==> src/rtl/seg7_scan_driver_pkg.sv <==
// seg7_pkg: shared 7-segment types and the active-high hex glyph table.
// Segment bit order is {a,b,c,d,e,f,g}, so seg[6] is segment a.
package seg7_pkg;

    typedef logic [6:0] seg7_t;

    // All segments dark, in active-high terms
    localparam seg7_t SEG7_BLANK = 7'h00;

    // Active-high glyphs for nibbles 0..F
    localparam seg7_t SEG7_HEX [16] = '{
        7'h7E, 7'h30, 7'h6D, 7'h79,   // 0 1 2 3
        7'h33, 7'h5B, 7'h5F, 7'h70,   // 4 5 6 7
        7'h7F, 7'h7B, 7'h77, 7'h1F,   // 8 9 A b
        7'h4E, 7'h3D, 7'h4F, 7'h47    // C d E F
    };

    function automatic seg7_t seg7_hex(input logic [3:0] nibble);
        return SEG7_HEX[nibble];
    endfunction

endpackage

==> src/rtl/seg7_scan_driver_if.sv <==
// seg7_scan_driver_if: user-side load bus and display pin bundle for the scan driver.
// Optional decimal-point signals appear when SEG7_DP_EN is defined.
interface seg7_scan_driver_if #(
    parameter int NUM_DIGITS = 4
);
    localparam int IDX_W = (NUM_DIGITS > 1) ? $clog2(NUM_DIGITS) : 1;

    logic [4*NUM_DIGITS-1:0] value;
    logic [NUM_DIGITS-1:0]   digit_en;
    logic                    load;
    logic [6:0]              seg;
    logic [NUM_DIGITS-1:0]   an;
    logic [IDX_W-1:0]        digit_idx;
`ifdef SEG7_DP_EN
    logic [NUM_DIGITS-1:0]   dp;
    logic                    seg_dp;
`endif

    modport master (
        output value, digit_en, load,
`ifdef SEG7_DP_EN
        output dp,
        input  seg_dp,
`endif
        input  seg, an, digit_idx
    );

    modport slave (
        input  value, digit_en, load,
`ifdef SEG7_DP_EN
        input  dp,
        output seg_dp,
`endif
        output seg, an, digit_idx
    );

endinterface

==> src/rtl/seg7_scan_driver_hex_decode.sv <==
// seg7_hex_decode: combinational nibble-to-segment decode with output polarity applied.
module seg7_hex_decode
    import seg7_pkg::*;
#(
    parameter int SEG_ACT_LOW = 1
) (
    input  logic [3:0] nibble,
    output seg7_t      seg
);

    // Look up the glyph and invert it for common-anode (active-low) boards
    always_comb begin
        seg = (SEG_ACT_LOW != 0) ? ~seg7_hex(nibble) : seg7_hex(nibble);
    end

endmodule

==> src/rtl/seg7_scan_driver.sv <==
// seg7_scan_driver: time-multiplexed multi-digit 7-segment driver.
// Shadow-captures the digit nibbles on load, advances one digit every REFRESH_DIV
// clocks, and blanks the first cycle of each slot to suppress ghosting.
// Define SEG7_DP_EN to add per-digit decimal-point input dp and output seg_dp.
module seg7_scan_driver
    import seg7_pkg::*;
#(
    parameter int NUM_DIGITS  = 4,
    parameter int REFRESH_DIV = 50000,
    parameter int SEG_ACT_LOW = 1
) (
    input  logic              clk,
    input  logic              rst,
    seg7_scan_driver_if.slave bus
);

    localparam int IDX_W = (NUM_DIGITS > 1) ? $clog2(NUM_DIGITS) : 1;
    localparam int IDX_N = 1 << IDX_W;
    localparam int CNT_W = $clog2(REFRESH_DIV);
    localparam logic [CNT_W-1:0] CNT_LAST = CNT_W'(REFRESH_DIV - 1);
    localparam logic [IDX_W-1:0] IDX_LAST = IDX_W'(NUM_DIGITS - 1);
    localparam logic             ACT_LOW  = 1'(SEG_ACT_LOW != 0);
    localparam seg7_t            SEG_OFF  = ACT_LOW ? ~SEG7_BLANK : SEG7_BLANK;
    localparam logic [NUM_DIGITS-1:0] AN_OFF = {NUM_DIGITS{ACT_LOW}};

    logic [4*NUM_DIGITS-1:0] value_reg;
    logic [NUM_DIGITS-1:0]   en_reg;
    logic [CNT_W-1:0]        div_cnt_reg;
    logic [IDX_W-1:0]        idx_reg;
    seg7_t                   seg_reg;
    seg7_t                   seg_next;
    logic [NUM_DIGITS-1:0]   an_reg;
    logic [NUM_DIGITS-1:0]   an_next;

    // Shadow contents padded to a power of two so the index mux is always in range
    logic [3:0]              nib_pad [IDX_N];
    logic [IDX_N-1:0]        en_pad;
    logic [NUM_DIGITS-1:0]   an_sel;
    logic [3:0]              cur_nib;
    seg7_t                   dec_seg;
    logic                    slot_blank;

    genvar gi;
    generate
        for (gi = 0; gi < IDX_N; gi++) begin : g_pad
            if (gi < NUM_DIGITS) begin : g_live
                assign nib_pad[gi] = value_reg[4*gi +: 4];
                assign en_pad[gi]  = en_reg[gi];
            end else begin : g_fill
                assign nib_pad[gi] = 4'h0;
                assign en_pad[gi]  = 1'b0;
            end
        end
        for (gi = 0; gi < NUM_DIGITS; gi++) begin : g_sel
            assign an_sel[gi] = (idx_reg == IDX_W'(gi));
        end
    endgenerate

    assign cur_nib = nib_pad[idx_reg];

    seg7_hex_decode #(
        .SEG_ACT_LOW (SEG_ACT_LOW)
    ) u_decode (
        .nibble (cur_nib),
        .seg    (dec_seg)
    );

    // Capture the user value into the shadow on the load strobe
    always_ff @(posedge clk or posedge rst) begin
        if (rst) begin
            value_reg <= '0;
            en_reg    <= '0;
        end else if (bus.load) begin
            value_reg <= bus.value;
            en_reg    <= bus.digit_en;
        end
    end

    // Refresh divider; each wrap hands the display to the next digit
    always_ff @(posedge clk or posedge rst) begin
        if (rst) begin
            div_cnt_reg <= '0;
            idx_reg     <= '0;
        end else if (div_cnt_reg == CNT_LAST) begin
            div_cnt_reg <= '0;
            idx_reg     <= (idx_reg == IDX_LAST) ? '0 : idx_reg + IDX_W'(1);
        end else begin
            div_cnt_reg <= div_cnt_reg + CNT_W'(1);
        end
    end

    // Blank on the first cycle of a slot or when the selected digit is disabled
    always_comb begin
        slot_blank = (div_cnt_reg == '0) || !en_pad[idx_reg];
        seg_next   = slot_blank ? SEG_OFF : dec_seg;
        an_next    = slot_blank ? AN_OFF : (ACT_LOW ? ~an_sel : an_sel);
    end

    // Register the pin drive so the board sees glitch-free levels
    always_ff @(posedge clk or posedge rst) begin
        if (rst) begin
            seg_reg <= SEG_OFF;
            an_reg  <= AN_OFF;
        end else begin
            seg_reg <= seg_next;
            an_reg  <= an_next;
        end
    end

    assign bus.seg       = seg_reg;
    assign bus.an        = an_reg;
    assign bus.digit_idx = idx_reg;

`ifdef SEG7_DP_EN
    logic [NUM_DIGITS-1:0] dp_reg;
    logic [IDX_N-1:0]      dp_pad;
    logic                  seg_dp_reg;
    logic                  seg_dp_next;

    generate
        for (gi = 0; gi < IDX_N; gi++) begin : g_dp_pad
            if (gi < NUM_DIGITS) begin : g_live
                assign dp_pad[gi] = dp_reg[gi];
            end else begin : g_fill
                assign dp_pad[gi] = 1'b0;
            end
        end
    endgenerate

    // Decimal points are captured alongside the digit values
    always_ff @(posedge clk or posedge rst) begin
        if (rst) begin
            dp_reg <= '0;
        end else if (bus.load) begin
            dp_reg <= bus.dp;
        end
    end

    // Decimal point follows the same blanking as the segments
    always_comb begin
        seg_dp_next = (!slot_blank && dp_pad[idx_reg]) ? ~ACT_LOW : ACT_LOW;
    end

    // Registered decimal-point drive, aligned with seg
    always_ff @(posedge clk or posedge rst) begin
        if (rst) begin
            seg_dp_reg <= ACT_LOW;
        end else begin
            seg_dp_reg <= seg_dp_next;
        end
    end

    assign bus.seg_dp = seg_dp_reg;
`endif

endmodule

==> src/flat_wrapper.sv <==
// flat-port wrapper written by rule: the top's interface ports become plain ports
module seg7_scan_driver_flat import seg7_pkg::*;
#(
    parameter int NUM_DIGITS  = 4,
    parameter int REFRESH_DIV = 50000,
    parameter int SEG_ACT_LOW = 1
)
  (clk, rst, bus_value, bus_digit_en, bus_load, bus_seg, bus_an, bus_digit_idx);
  seg7_scan_driver_if #(.NUM_DIGITS(NUM_DIGITS)) bus_i ();
  input  logic clk;
  input  logic rst;
  input wire logic [$bits(bus_i.value)-1:0] bus_value;
  input wire logic [$bits(bus_i.digit_en)-1:0] bus_digit_en;
  input wire logic [$bits(bus_i.load)-1:0] bus_load;
  output wire logic [$bits(bus_i.seg)-1:0] bus_seg;
  output wire logic [$bits(bus_i.an)-1:0] bus_an;
  output wire logic [$bits(bus_i.digit_idx)-1:0] bus_digit_idx;
  assign bus_i.value = bus_value;
  assign bus_i.digit_en = bus_digit_en;
  assign bus_i.load = bus_load;
  assign bus_seg = bus_i.seg;
  assign bus_an = bus_i.an;
  assign bus_digit_idx = bus_i.digit_idx;
  seg7_scan_driver #(.NUM_DIGITS(NUM_DIGITS), .REFRESH_DIV(REFRESH_DIV), .SEG_ACT_LOW(SEG_ACT_LOW)) u_core (.clk(clk), .rst(rst), .bus(bus_i));
endmodule
==> config.mk <==
export PLATFORM = sky130hd
export DESIGN_NAME = seg7_scan_driver_flat
export DESIGN_NICKNAME = d
export VERILOG_FILES = /design/src/rtl/seg7_scan_driver_pkg.sv /design/src/rtl/seg7_scan_driver_if.sv /design/src/rtl/seg7_scan_driver_hex_decode.sv /design/src/rtl/seg7_scan_driver.sv /design/src/flat_wrapper.sv
export SDC_FILE = /design/constraint.sdc
export NUM_CORES = 1
export LEC_CHECK = 0
export CORE_ASPECT_RATIO = 1.1
export CORE_UTILIZATION = 29
export CTS_BUF_LIST = sky130_fd_sc_hd__clkbuf_2 sky130_fd_sc_hd__clkbuf_4 sky130_fd_sc_hd__clkbuf_8
export DETAILED_ROUTE_END_ITERATION = 8
export DONT_BUFFER_PORTS = 1
export HOLD_SLACK_MARGIN = 0.03
export PLACE_DENSITY = 0.47
export SETUP_SLACK_MARGIN = 0.02
export SYNTH_ARGS = -nofsm -noshare
export SYNTH_HDL_FRONTEND = slang
export SYNTH_HIERARCHICAL = 1
export SYNTH_SLANG_ARGS = --single-unit
==> constraint.sdc <==
create_clock -name clk -period 2.5 [get_ports clk]
set_input_delay 0.5 -clock clk [delete_from_list [all_inputs] [get_ports clk]]
set_output_delay 0.5 -clock clk [all_outputs]
set_load 0.1 [all_outputs]
==> results.toml, run 1 <==
[route]
wl_mm = 4.49
ant_nets = 0
via_per_inst = 4.60
drt-initial-drc-count = 42
dr.pass1.iters = 4
drc_errors = 0
wl_per_cell_um = 14.7
vias = 1408

[synth]
synth_most_common_cell = "dfrtp_1"
avgSynthCellArea_um2 = 12.6
synth_warnings = 6
synth_edf_count = 0
synth_top_area_frac = 0.389
synthFlopType = "dfrtp_1"
synth_area_um2 = 2440
synthTopCellsByCount = "38 x dfrtp_1, 21 x mux2_2, 14 x nand2_1"
synthCells = 194
synth_top_cell_by_area = "dfrtp_1"
async_reset_ff_frac = 1.00
ys_ff_latch = 49
synth_fp_nets = 229
seq_area_frac_synth = 0.507
synth_area_leaders = "dfrtp_1 39%, dfstp_2 12%, mux2_2 9.7%"
ys_types = 41

[setup_path]
crit_required_ps = 2750
critPathMaxStageDelay_ps = 570
crit_arrival_ps = 2330
cp_slowest_cell = "mux4_2"
end_kind = "flop"
worst-path-max-fanout = 5
crit_path_cell_trace = "mux4_2 > inv_1 > ha_1 > nor2b_1 > or3b_1 > o21ai_1 > nand2b_1"
rr_worst_depth = 7
worstSetupPathType = "reg2reg"
crit_path_start_kind = "flop"

[floorplan]
start_util = 0.304
die-area_um2 = 8800
core_area_um2 = 8040
ios = 36
fp.dieW_um = 89.5
rows = 34
die_h_um = 98.3

[finish]
fillers = 807
n_antenna_cell = 0
area_growth_syn_to_layout_pct = 8.91
nets = 232
final_layout_size_suffix_gt1_frac = 0.298

[global_routing]
grt_usage = 0.119
first_global_vias = 1553
grt_pass1_wl_mm = 8.05
grt_start_max_net_pins = 26
antenna_found_initial = 0
gr-total-overflow = 0

[clock_tree]
cts_hold_buf = 0
cts.sinks = 49
cts_buffer_depth = 2
cts_buffers = 5
cts_setup_buffers = 0
clk_latency_ps = 310
cts_tree = "done"
cts_resized = 0
htree_levels = 2
cts_root_buffer = "clkbuf_8"
clk_pin_slew_worst_paths_ps = 100

[place]
port_buffers = 0
place_ws_ps = 408
routabilityCongestion = 0.768
dp_hpwl_mm = 3.26

[timing]
finalMaxSlewViolations = 0
fmax_mhz = 481
tightest_slew_ps = 566
skew_ps = 13.3
setup_viol = 0
post-route-period-util = 0.832
period_minus_slack_ps = 2080
layout_setup_ws_ps = 419
finalSetupTns_ps = 0
relSlewSlack = 0.622
hold_violations = 0
rsz0062_at_grt = "no"

[worst_hold_path]
hold_path_class = "in2async"

[pwr]
powerDensity_nw_per_um2 = 627
power_leakage_nw = 1.11
ir_drop_v = 0.000240

[run_status]
status = "finished, final reports clean"

[job]
drv_cap = 0
cell usage in the layout, fill, tap and decap left out, types with 2 or more instances in the layout:
master / instances
dfrtp_1: 36
mux2_2: 21
nand2_1: 14
nor2_1: 12
ha_1: 12
dfstp_2: 11
xor2_1: 9
nand2b_1: 8
inv_1: 7
nand3_1: 7
mux4_2: 6
clkbuf_8: 5
nand4_1: 4
and4_1: 3
xnor2_1: 3
mux2i_1: 3
buf_4: 2
nor4_4: 2
nor3_1: 2
or3_1: 2
o21ai_1: 2
nor2b_1: 2
a22o_1: 2
cell type report:
class | count | area, um^2 | share of cell area
Multi-Input combinational cell | 130 | 1130 | 0.423
Tap cell | 108 | 135 | 0.0508
Clock buffer | 5 | 68.8 | 0.0259
Inverter | 8 | 30.0 | 0.0113
Timing Repair Buffer | 3 | 35.0 | 0.0132
Clock inverter | 3 | 21.3 | 0.00799
Sequential cell | 49 | 1240 | 0.468
critical path, delay by kind of cell (launching register included):
| kind | cells | cell delay [ps] |
|---|---|---|
| compound gates | 1 | 70 |
| simple gates | 3 | 540 |
| mux | 1 | 570 |
| fa+ha+maj | 1 | 220 |
| flops | 1 | 480 |
| buf+inv | 1 | 150 |
per-layer routing:
metal  global-route usage  wire [um]
met2                0.181       2110
met5                    0          0
met1                0.163       2100
met3               0.0287        197
met4               0.0476         80
final timing paths:
| check | from | endpoint | slack [ps] |
|---|---|---|---|
| setup / recovery | u_core/bus.digit_idx[0] | u_core/bus.seg[6] | 420 |
| hold / removal | rst | u_core/value_reg[6] | 120 |
| setup reg to reg | u_core/bus.digit_idx[0] | u_core/bus.seg[6] | 420 |
| hold reg to reg | u_core/en_pad[0] | u_core/en_pad[0] | 510 |
| max in group asynchronous | rst | u_core/bus.seg[1] | 1770 |
| min in group clk | bus_value[6] | u_core/value_reg[6] | 330 |
power by group:
part	switching [mW]	total, mW	internal, mW
logic	0.0723	0.155	0.0828
clock network	0.284	0.483	0.200
registers	0.168	1.03	0.862
metrics by stage:
step	hold slack (ps)	cells	utilization	cell area [um^2]	total power, mW
2_1_floorplan	461	194	-	2450	1.18
4_1_cts	146	306	0.331	2660	1.70
3_3_place_gp	486	298	0.320	2570	1.21
5_1_grt	144	306	0.331	2660	1.76
3_5_place_dp	491	298	0.320	2570	1.21
6_report	118	306	0.331	2660	1.67
cells by family (layout without fill, tap and decap cells):
group / count (synthesis) / count (layout) / synth area share
flip-flops: 49 / 49 / 0.507
adder cells (fa/ha/maj): 12 / 12 / 0.0614
buffers and inverters: 15 / 19 / 0.0317
AND/OR/NAND/NOR: 66 / 66 / 0.162
XOR/XNOR: 12 / 12 / 0.0430
multiplexers: 30 / 30 / 0.164
AO/OA/AOI/OAI: 10 / 10 / 0.0302
No activity file was read; power rests on OpenSTA's default activity.
==> run 2, diff against run 1 <==
==> constraint.sdc (replaced) <==
create_clock -name clk -period 2.15 [get_ports clk]
set_input_delay 0.43 -clock clk [delete_from_list [all_inputs] [get_ports clk]]
set_output_delay 0.43 -clock clk [all_outputs]
set_load 0.1 [all_outputs]
==> run 2 against run 1 <==
  * Flip-flop and latch count unchanged
  * Via count rose by 2.4%
  * Clock power grew 61%
  * Hold slack got worse by 71 ps
  * Core utilization is 1.2 points higher
  * Critical path depth down 1
  * Sequential power grew 17%
  * Register-to-register slack worse by 300 ps
  * Sequential share of layout area down 1.6 points
  * Largest power group unchanged
==> results.toml, run 2 (synthesis results as in run 1) <==
[clock_tree]
cts_root_buffer = "clkbuf_8"
cts_buffer_depth = 2
cts.sinks = 49
clk_latency_ps = 300
cts_buffers = 5
htree_levels = 2
clk_pin_slew_worst_paths_ps = 90
cts_tree = "done"

[finish]
final_cell_mix = "36 x dfrtp_1, 21 x mux2_2, 14 x nand2_1"
final_layout_size_suffix_gt1_frac = 0.335
final_common_cell = "dfrtp_1"
nets = 237
stdcell_count = 311
n_antenna_cell = 0
finalInstanceArea_um2 = 2760
area_growth_syn_to_layout_pct = 12.7
fillers = 793

[route]
via_per_inst = 4.64
vias = 1442
drt-initial-drc-count = 58
wl_per_cell_um = 14.6
dr.pass1.iters = 4
wl_mm = 4.54
ant_nets = 0
drc_errors = 0

[timing]
hold_violations = 0
finalMaxSlewViolations = 0
fmax_mhz = 492
tightest_slew_ps = 526
post-route-period-util = 0.945
skew_ps = 5.08
period_minus_slack_ps = 2030
setup_viol = 0
relSlewSlack = 0.649
rsz0062_at_grt = "no"

[setup_path]
crit_arrival_ps = 2250
worstReg2RegEnd = "u_core/bus.seg[3]"
rr_worst_depth = 6
cp_slowest_cell = "mux4_2"
regToRegStartpoint = "u_core/bus.digit_idx[0]"
crit_path_end = "u_core/bus.seg[3]"
critPathMaxStageDelay_ps = 600
worst-path-max-fanout = 5
crit_path_cell_trace = "mux4_2 > inv_2 > ha_1 > inv_1 > mux4_2 > nand2b_1"
end_kind = "flop"
crit_path_start_kind = "flop"
path_common_cell = "mux4_2"
worstSetupPathType = "reg2reg"
r2r_setup_slack_ps = 120
crit_required_ps = 2370
crit_path_start = "u_core/bus.digit_idx[0]"

[place]
dp_hpwl_mm = 3.41
placed_cells = 301
port_buffers = 0
dpl-instance-area_um2 = 2600
routabilityCongestion = 0.824

[global_routing]
grt_pass1_wl_mm = 8.09
grt_usage = 0.121
grt_start_max_net_pins = 27
first_global_vias = 1543
antenna_found_initial = 0
gr-total-overflow = 0

[floorplan]
rows = 34
core_area_um2 = 8040
start_util = 0.304
fp.dieW_um = 89.5
ios = 36
die_h_um = 98.3
die-area_um2 = 8800

[run_status]
status = "finished, final reports clean"

[pwr]
powerDensity_nw_per_um2 = 787
power_leakage_nw = 1.16
ir_drop_v = 0.000394

[job]
drv_cap = 0

[worst_hold_path]
hold_path_class = "in2async"
[run 2: changes by cell type in the layout (fill, tap and decap cells not counted)]
cell | before | now
inv_2 | 1 | 3
buf_4 | 2 | 7
clkinv_2 | 0 | 1
inv_6 | 1 | 0
ha_1 | 12 | 11
clkinv_1 | 1 | 0
bufinv_16 | 0 | 2
clkinv_4 | 1 | 0
inv_1 | 7 | 5
ha_4 | 0 | 1
[run 2: per-layer routing]
| metal | wire length, um | global-route usage | vias to the layer above |
|---|---|---|---|
| li1 | - | - | 695 |
| met1 | 2340 | 0.174 | 721 |
| met2 | 2030 | 0.176 | 24 |
| met3 | 132 | 0.0355 | 2 |
| met4 | 34 | 0.0293 | 0 |
| met5 | 0 | 0 | - |
[run 2: power by group]
part / internal, mW / total (mW) / switching (mW)
Sequential: 1.00 / 1.20 / 0.196
Combinational: 0.103 / 0.193 / 0.0904
Clock: 0.462 / 0.777 / 0.314
[run 2: worst min-delay path by stage]
| stage | startpoint | end | slack, ps | cells past startpoint |
|---|---|---|---|---|
| CTS | rst | u_core/en_pad[3] | 50 | 1 |
| global placement | rst | u_core/en_pad[0] | 380 | 1 |
| global route | rst | u_core/value_reg[13] | 70 | 1 |
| floorplan | u_core/div_cnt_reg[5] | u_core/div_cnt_reg[5] | 460 | 1 |
| detailed placement | rst | u_core/en_pad[0] | 390 | 1 |
| finish | rst | u_core/en_pad[3] | 50 | 1 |
[run 2: final cells by class]
type	count	area, um^2	area share
Sequential cell	49	1240	0.452
Multi-Input combinational cell	130	1140	0.413
Tap cell	108	135	0.0490
Timing Repair Buffer	8	72.6	0.0263
Clock buffer	5	68.8	0.0250
Clock inverter	3	65.1	0.0236
Inverter	8	30.0	0.0109
[run 2: stage by stage]
stage / total power, mW / util / worst slack, ps / hold slack, ps / TNS, ps
finish: 2.17 / 0.343 / 118 / 46.9 / 0
global placement: 1.41 / 0.323 / 167 / 384 / 0
CTS: 2.19 / 0.340 / 93.0 / 53.5 / 0
global route: 2.29 / 0.343 / 41.4 / 66.1 / 0
detailed placement: 1.41 / 0.323 / 111 / 386 / 0
floorplan: 1.37 / - / -113 / 461 / -260
[run 2: worst max-delay path, delay by kind of cell (launching register included)]
kind                       cells  cell delay [ps]
adders and majority gates      1              130
buffers and inverters          2              170
DFF                            1              470
muxes                          2             1030
and+or+nand+nor                1              150
[run 2: repair_timing]
item                                   4_1_cts  5_1_grt
buffers inserted                             0        2
resized for setup                            0        1
hold buffers                                 0        0
setup endpoints to repair                    0        1
endpoints found under the hold margin        0        0
